===== src/rtl/geig_pulse_detect.sv =====
// geig_pulse_detect -- synchronises a raw geiger tube pulse stream, debounces
// it into one-cycle events, blanks the tube dead time, and keeps a saturating
// per-window event count that is latched and cleared by CNT_CLR.
// Optional stuck-tube flag: define GEIG_STUCK_DETECT_EN to build it.
module geig_pulse_detect #(
    parameter int SYNC_STAGES     = 2,
    parameter int DEBOUNCE_CYCLES = 48,
    parameter int DEADTIME_CYCLES = 4800,
    parameter int STUCK_CYCLES    = 480000
) (
    input  logic       CLK_48MHZ,
    input  logic       RESET_N,
    input  logic       GSTREAM,
    input  logic       CNT_CLR,
    output logic       GEIG_EVENT,
    output logic [7:0] GEIG_COUNT,
    output logic [7:0] GEIG_COUNT_LATCHED,
    output logic       COUNT_VALID,
    output logic       GEIG_STUCK,
    output logic [1:0] DBG_STATE
);

    localparam int QW = $clog2(DEBOUNCE_CYCLES + 1);
    localparam int DW = (DEADTIME_CYCLES > 1) ? $clog2(DEADTIME_CYCLES) : 1;
    localparam logic [QW-1:0] QUAL_MAX  = QW'(DEBOUNCE_CYCLES);
    localparam logic [DW-1:0] DEAD_LAST = DW'(DEADTIME_CYCLES - 1);

    typedef enum logic [1:0] {
        IDLE    = 2'd0,
        QUALIFY = 2'd1,
        HOLD    = 2'd2,
        DEAD    = 2'd3
    } state_t;

    state_t                 state;
    logic [SYNC_STAGES-1:0] sync_q;
    logic [SYNC_STAGES-1:0] fill_q;
    logic                   gs;
    logic                   armed;
    logic [QW-1:0]          qual_cnt;
    logic [DW-1:0]          dead_cnt;

    assign gs        = sync_q[SYNC_STAGES-1];
    assign DBG_STATE = state;

    // Synchroniser chain, plus an arming flag: after reset the input must be
    // seen low (once the chain holds real samples) before a pulse can
    // qualify, so a pulse cut in half by reset is never counted again.
    always_ff @(posedge CLK_48MHZ or negedge RESET_N) begin
        if (!RESET_N) begin
            sync_q <= '0;
            fill_q <= '0;
            armed  <= 1'b0;
        end else begin
            sync_q <= (sync_q << 1) | SYNC_STAGES'(GSTREAM);
            fill_q <= (fill_q << 1) | SYNC_STAGES'(1'b1);
            armed  <= armed | (fill_q[SYNC_STAGES-1] & ~gs);
        end
    end

    // Pulse FSM: qualify a high run, emit one event, wait for the fall, then
    // blank for the dead time regardless of the input.
    always_ff @(posedge CLK_48MHZ or negedge RESET_N) begin
        if (!RESET_N) begin
            state      <= IDLE;
            qual_cnt   <= '0;
            dead_cnt   <= '0;
            GEIG_EVENT <= 1'b0;
        end else begin
            GEIG_EVENT <= 1'b0;
            case (state)
                IDLE: begin
                    if (gs && armed) begin
                        state    <= QUALIFY;
                        qual_cnt <= QW'(1);
                    end
                end
                QUALIFY: begin
                    if (!gs) begin
                        state    <= IDLE;
                        qual_cnt <= '0;
                    end else if (qual_cnt == QUAL_MAX) begin
                        state      <= HOLD;
                        qual_cnt   <= '0;
                        GEIG_EVENT <= 1'b1;
                    end else begin
                        qual_cnt <= qual_cnt + QW'(1);
                    end
                end
                HOLD: begin
                    if (!gs) begin
                        state    <= DEAD;
                        dead_cnt <= '0;
                    end
                end
                DEAD: begin
                    if (dead_cnt == DEAD_LAST) begin
                        state    <= IDLE;
                        dead_cnt <= '0;
                    end else begin
                        dead_cnt <= dead_cnt + DW'(1);
                    end
                end
                default: state <= IDLE;
            endcase
        end
    end

    // Window counter. COUNT_VALID is a valid-only strobe with no ready: it is
    // high for exactly one cycle after each CNT_CLR cycle and the consumer
    // must take GEIG_COUNT_LATCHED in that cycle. An event coinciding with a
    // clear belongs to the new window.
    always_ff @(posedge CLK_48MHZ or negedge RESET_N) begin
        if (!RESET_N) begin
            GEIG_COUNT         <= 8'd0;
            GEIG_COUNT_LATCHED <= 8'd0;
            COUNT_VALID        <= 1'b0;
        end else begin
            COUNT_VALID <= CNT_CLR;
            if (CNT_CLR) begin
                GEIG_COUNT_LATCHED <= GEIG_COUNT;
                GEIG_COUNT         <= {7'd0, GEIG_EVENT};
            end else if (GEIG_EVENT && (GEIG_COUNT != 8'hFF)) begin
                GEIG_COUNT <= GEIG_COUNT + 8'd1;
            end
        end
    end

`ifdef GEIG_STUCK_DETECT_EN
    localparam int SW = (STUCK_CYCLES > 1) ? $clog2(STUCK_CYCLES) : 1;
    localparam logic [SW-1:0] STUCK_LAST = SW'(STUCK_CYCLES - 1);

    logic [SW-1:0] stuck_cnt;

    // Stuck-tube timer: runs while held high in HOLD, flag drops on the edge
    // the FSM leaves HOLD.
    always_ff @(posedge CLK_48MHZ or negedge RESET_N) begin
        if (!RESET_N) begin
            stuck_cnt  <= '0;
            GEIG_STUCK <= 1'b0;
        end else if (state == HOLD && gs) begin
            if (stuck_cnt == STUCK_LAST) begin
                GEIG_STUCK <= 1'b1;
            end else begin
                stuck_cnt <= stuck_cnt + SW'(1);
            end
        end else begin
            stuck_cnt  <= '0;
            GEIG_STUCK <= 1'b0;
        end
    end
`else
    // Constant low; the comparison only keeps the parameter referenced here.
    assign GEIG_STUCK = (STUCK_CYCLES < 0);
`endif

endmodule


===== config.mk =====
export PLATFORM = sky130hd
export DESIGN_NAME = geig_pulse_detect
export DESIGN_NICKNAME = d
export VERILOG_FILES = /design/src/rtl/geig_pulse_detect.sv
export SDC_FILE = /design/constraint.sdc
export NUM_CORES = 1
export LEC_CHECK = 0
export ABC_AREA = 1
export BUFFER_PORTS_ARGS = -buffer_cell sky130_fd_sc_hd__buf_4
export CAP_MARGIN = 30
export CORE_MARGIN = 2
export CORE_UTILIZATION = 51
export DETAILED_ROUTE_END_ITERATION = 8
export PLACE_DENSITY = 0.75
export SLEW_MARGIN = 15
export SYNTH_ARGS = -nofsm -noshare
export SYNTH_HDL_FRONTEND = slang
export SYNTH_SLANG_ARGS = --single-unit

===== constraint.sdc =====
create_clock -name CLK_48MHZ -period 3.98 [get_ports CLK_48MHZ]
set_clock_uncertainty 0.2 [all_clocks]
set_input_delay 0.796 -clock CLK_48MHZ [delete_from_list [all_inputs] [get_ports CLK_48MHZ]]
set_output_delay 0.796 -clock CLK_48MHZ [all_outputs]
set_load 0.02 [all_outputs]

### After elaboration in Yosys (flattened, before gate mapping)

Cells that the tools add are included.

| operators by class | value |
|---|---|
| add/subtract/negate cells | 3 |
| eq/ne operators | 10 |
| mux-type cells | 18 |
| bitwise gates (word level) | 4 |
| reduce and logical (&&, ||, !) cells | 9 |

Operators with widths:

| operator | number |
|---|---|
| 13-bit two-way mux | 2 |
| 13-bit case mux with 2 select lines | 1 |
| 6-bit two-way mux | 3 |
| 8-bit two-way mux | 2 |
| 13-bit by 1-bit adder with 13-bit output (second input constant) | 1 |
| 13-bit == test (second input constant) | 1 |
| 6-bit case mux with 2 select lines | 1 |
| 2-bit two-way mux | 5 |
| 8-bit by 1-bit adder with 8-bit output (second input constant) | 1 |
| 8-bit != test (second input constant) | 1 |
| 2-bit case mux with 4 select lines | 1 |
| 6-bit by 1-bit adder with 6-bit output (second input constant) | 1 |
| 6-bit == test (second input constant) | 1 |
| 2-bit != test (second input constant) | 3 |
| 2-bit nonzero test | 3 |
| 2-bit == test (second input constant) | 2 |
| 2-bit AND reduction | 2 |
| 4-bit AND reduction | 1 |
| 1-bit two-way mux | 3 |
| 3-bit != test (second input constant) | 1 |
| 2-bit by 1-bit == test with 1-bit output (second input constant) | 1 |
| 1-bit logical AND | 2 |
| 2-bit logical NOT | 1 |
| 2-bit by 1-bit bitwise OR with 2-bit output | 1 |
| 3 further kinds | 3 |

| storage, ports and cells | value |
|---|---|
| register bits after elaboration | 44 |
| bits of input ports | 4 |
| output and inout bits | 21 |

### Depth between registers and ports, before layout

| logic depth | value |
|---|---|
| depth after elaboration | 4 |
| depth in mapped cells | 9 |
| mapped depth without buffers | 9 |

### Worst setup path before layout

OpenSTA, ideal clock, no wires.

| timing path | value |
|---|---|
| kind | input to register |
| start point | input CNT_CLR |
| end point | register GEIG_COUNT_LATCHED[0] |
| library setup time | 0.129 ns |
| data arrival time | 1.365 ns |
| setup slack | 2.286 ns |
| cell stages on the path | 5 |
| buffers on the path | 2 |
| cell sequence | buf_2 inv_1 buf_2 nand2_1 o21ai_0 |

RTL lines:

| element | RTL line | RTL |
|---|---|---|
| from (decl) | 14 | `input logic CNT_CLR,` |
| to (signal assigned) | 116 | `GEIG_COUNT_LATCHED <= 8'd0;` |
| to (signal assigned) | 121 | `GEIG_COUNT_LATCHED <= GEIG_COUNT;` |
| to (decl) | 17 | `output logic [7:0] GEIG_COUNT_LATCHED,` |

### Final worst setup path

| timing path | value |
|---|---|
| start point | register state[0], in the netlist DBG_STATE[0] |
| end point | output DBG_STATE[0] |

RTL lines:

| element | RTL line | RTL |
|---|---|---|
| from (decl) | 35 | `state_t state;` |
| from (signal assigned) | 65 | `state <= IDLE;` |
| from (signal assigned) | 74 | `state <= QUALIFY;` |
| from (signal assigned) | 80 | `state <= IDLE;` |
| to (decl) | 20 | `output logic [1:0] DBG_STATE` |

No word-level cell between the ends.

==> flow_metrics.tcl <==
set metrics [dict create \
    rsz0062_at_grt "no" \
    viasPerCell 5.13 \
    path_max_fanout 7 \
    multi_input_area_um2 980 \
    wire_per_inst_um 11.9 \
    hold_viol_final 0 \
    drt_pass1_iterations 5 \
    critPathTopFamily "flip-flops" \
    ys_seq_area_frac 0.496 \
    drv_cap 0 \
    netlist_area_um2 2220 \
    worstSetupEndpointType "output port" \
    rows 23 \
    clk_latency_ns 0.31 \
    fillers 370 \
    detail-route-antenna-nets 0 \
    core_um2 4090 \
    fin_cells 361 \
    dp.cells 353 \
    synth.distinct_cells 25 \
    power_mw 0.969 \
    pre_cts_slack_ns 2.06 \
    crit_arrival_ns 1.05 \
    tightest_slew_ns 0.545 \
    drt_wl_total_mm 4.29 \
    synth.largest_area_cell "dfrtp_1" \
    leakagePower_nw 1.28 \
    start_util 0.543 \
    ys_ff_latch 44 \
    ys_warn_count 0 \
    startpoint_type "flop" \
    hpwl_mm 3.12 \
    layout_min_cycle_time_ns 2.05 \
    synth_fp_nets 291 \
    cts_resized 0 \
    ctsHoldBuffers 0 \
    synthCells 283 \
    layout_setup_ws_ns 1.93 \
    hp-start "sync_q[0]" \
    numPortBuffers 23 \
    drt_iter0_drc 105 \
    cp_cell_sequence "buf_4" \
    grt_max_degree 45 \
    via_count 1851 \
    post-route-drc-count 0 \
    max_freq_ghz 0.488 \
    track_usage 0.197 \
    period_share 0.515 \
    diodes 0 \
    relSlewSlack 0.637 \
    final_core_util 0.624 \
    die_y_um 70.0 \
    grt_pass1_vias 1727 \
    io_pins 25 \
    grt_first_pass_wirelength_mm 7.75 \
    grt_antenna_before_repair 0 \
    crit_start "DBG_STATE[0]" \
    slowest_delay_ns 0.54 \
    peakVddDrop_mv 0.267 \
    status "finished clean" \
    setup_tns_ns 0 \
    cts_tree "done" \
    cts_num_sinks 44 \
    place_congestion 0.871 \
    h-tree-depth 2 \
    crit_type "flop to output port" \
    cts_made_buffers 5 \
    synth_area_leaders "dfrtp_1 50%, nand2_1 15%, nor2_1 6.6%" \
    synth_top_area_share 0.496 \
    cts_root_buf "clkbuf_8" \
    final_net_count 318 \
    dieArea_um2 4890 \
    slew_viol_final 0 \
    setup_violations 0 \
    p_per_area_nw_per_um2 380 \
    syn_area_per_cell_um2 7.84 \
    die_w_um 70.0 \
    area.sequential_um2 1100 \
    crit-reg2reg-launch "dead_cnt[0]" \
    drive_above_1_share 0.132 \
    post-cts-setup-buffers 0 \
    syn_to_final_growth_pct 15.0 \
    hp-class "flop to flop" \
    cp.required_ns 2.98 \
    grt_overflow 0 \
    crit_buf_inv 1 \
    slowest_stage "dfrtp_1" \
    path_clk_slew_ns 0.08 \
    clk_path_buf_depth 2 \
]
## worst paths after layout
path	slack (ns)	depth (start not counted)	end
setup / recovery	1.93	1	DBG_STATE[0]
hold / removal	0.16	0	sync_q[1]
setup reg to reg	2.07	6	dead_cnt[3]
hold reg to reg	0.16	0	sync_q[1]
max in group asynchronous	2.93	1	async pin
min in group asynchronous	0.28	1	COUNT_VALID
## report_power, final
part	leakage, nW	switching, mW	internal (mW)	total, mW
clock network	0.0548	0.161	0.189	0.350
logic	0.632	0.0815	0.0415	0.123
registers	0.592	0.0288	0.467	0.496
## synth_stat cells
cell type and number:
inv_1 29, nor3_1 3, o21ai_4 1, a21o_1 1, o22ai_1 2, nand4_1 4, nor2_4 2, buf_4 1
nand2_2 2, nand3b_1 2, buf_2 2, nand2_1 86, dfrtp_1 44, or2_2 1, inv_2 3, xor2_1 7
o21bai_1 2, o21ai_0 13, a21oi_4 1, ha_1 4, nor2_1 39, nand3_1 25, conb_1 2, a21oi_1 5
a31oi_1 2
## cells by family (layout without fill, tap and decap cells)
logic type,after synthesis,after routing,synth area share
compound gates,27,27,0.0767
xor+xnor,7,7,0.0276
fa+ha+maj,4,4,0.0226
buf+inv,35,63,0.0620
flops,44,44,0.496
other cells,2,2,0.00339
simple gates,164,164,0.311
## state kept, by name, indices dropped and copies added, names as in the netlist, named ones only
| name | count |
|---|---|
| sync_q | 2 |
| qual_cnt | 6 |
| GEIG_EVENT | 1 |
| DBG_STATE | 1 |
| GEIG_COUNT | 8 |
| COUNT_VALID | 1 |
| armed | 1 |
| dead_cnt | 13 |
| fill_q | 2 |
| GEIG_COUNT_LATCHED | 8 |
## worst reg2reg max path, stage by stage, from the launching register on
cell	delay, ns
dfrtp_1	0.40
ha_1	0.21
inv_1	0.05
nor2_1	0.28
nand4_1	0.17
a21oi_1	0.38
nor2_1	0.08
## cell type report
cell class | count | area share
Timing Repair Buffer | 23 | 0.0677
Multi-Input combinational cell | 204 | 0.384
Inverter | 32 | 0.0471
Clock inverter | 3 | 0.0181
Sequential cell | 44 | 0.432
Clock buffer | 5 | 0.0270
Tap cell | 50 | 0.0245
## layout by cell type (no fill, tap or decap), types with 3 or more instances in the layout
cell type	Yosys	routed
buf_4	1	23
o21ai_0	13	13
nand2_1	86	86
inv_2	3	3
clkbuf_8	0	5
inv_1	29	29
nor3_1	3	3
a21oi_1	5	5
nor2_1	39	39
nand3_1	25	25
dfrtp_1	44	44
ha_1	4	4
nand4_1	4	4
xor2_1	7	7
## per-layer routing
metal	up-vias	track usage	routed length [µm]
li1	946	-	-
met1	858	0.266	2030
met2	40	0.308	1980
met5	-	0	0
met3	7	0.0505	214
met4	0	0.0726	71
## per-stage QoR
stage / cell area, µm² / hold WS (ns)
after floorplan: 2220 / 0.131
after global placement: 2440 / 0.134
after detailed placement: 2440 / 0.144
after CTS: 2550 / 0.163
after global routing: 2550 / 0.173
final: 2550 / 0.159
(Power assumes the default switching activity.)
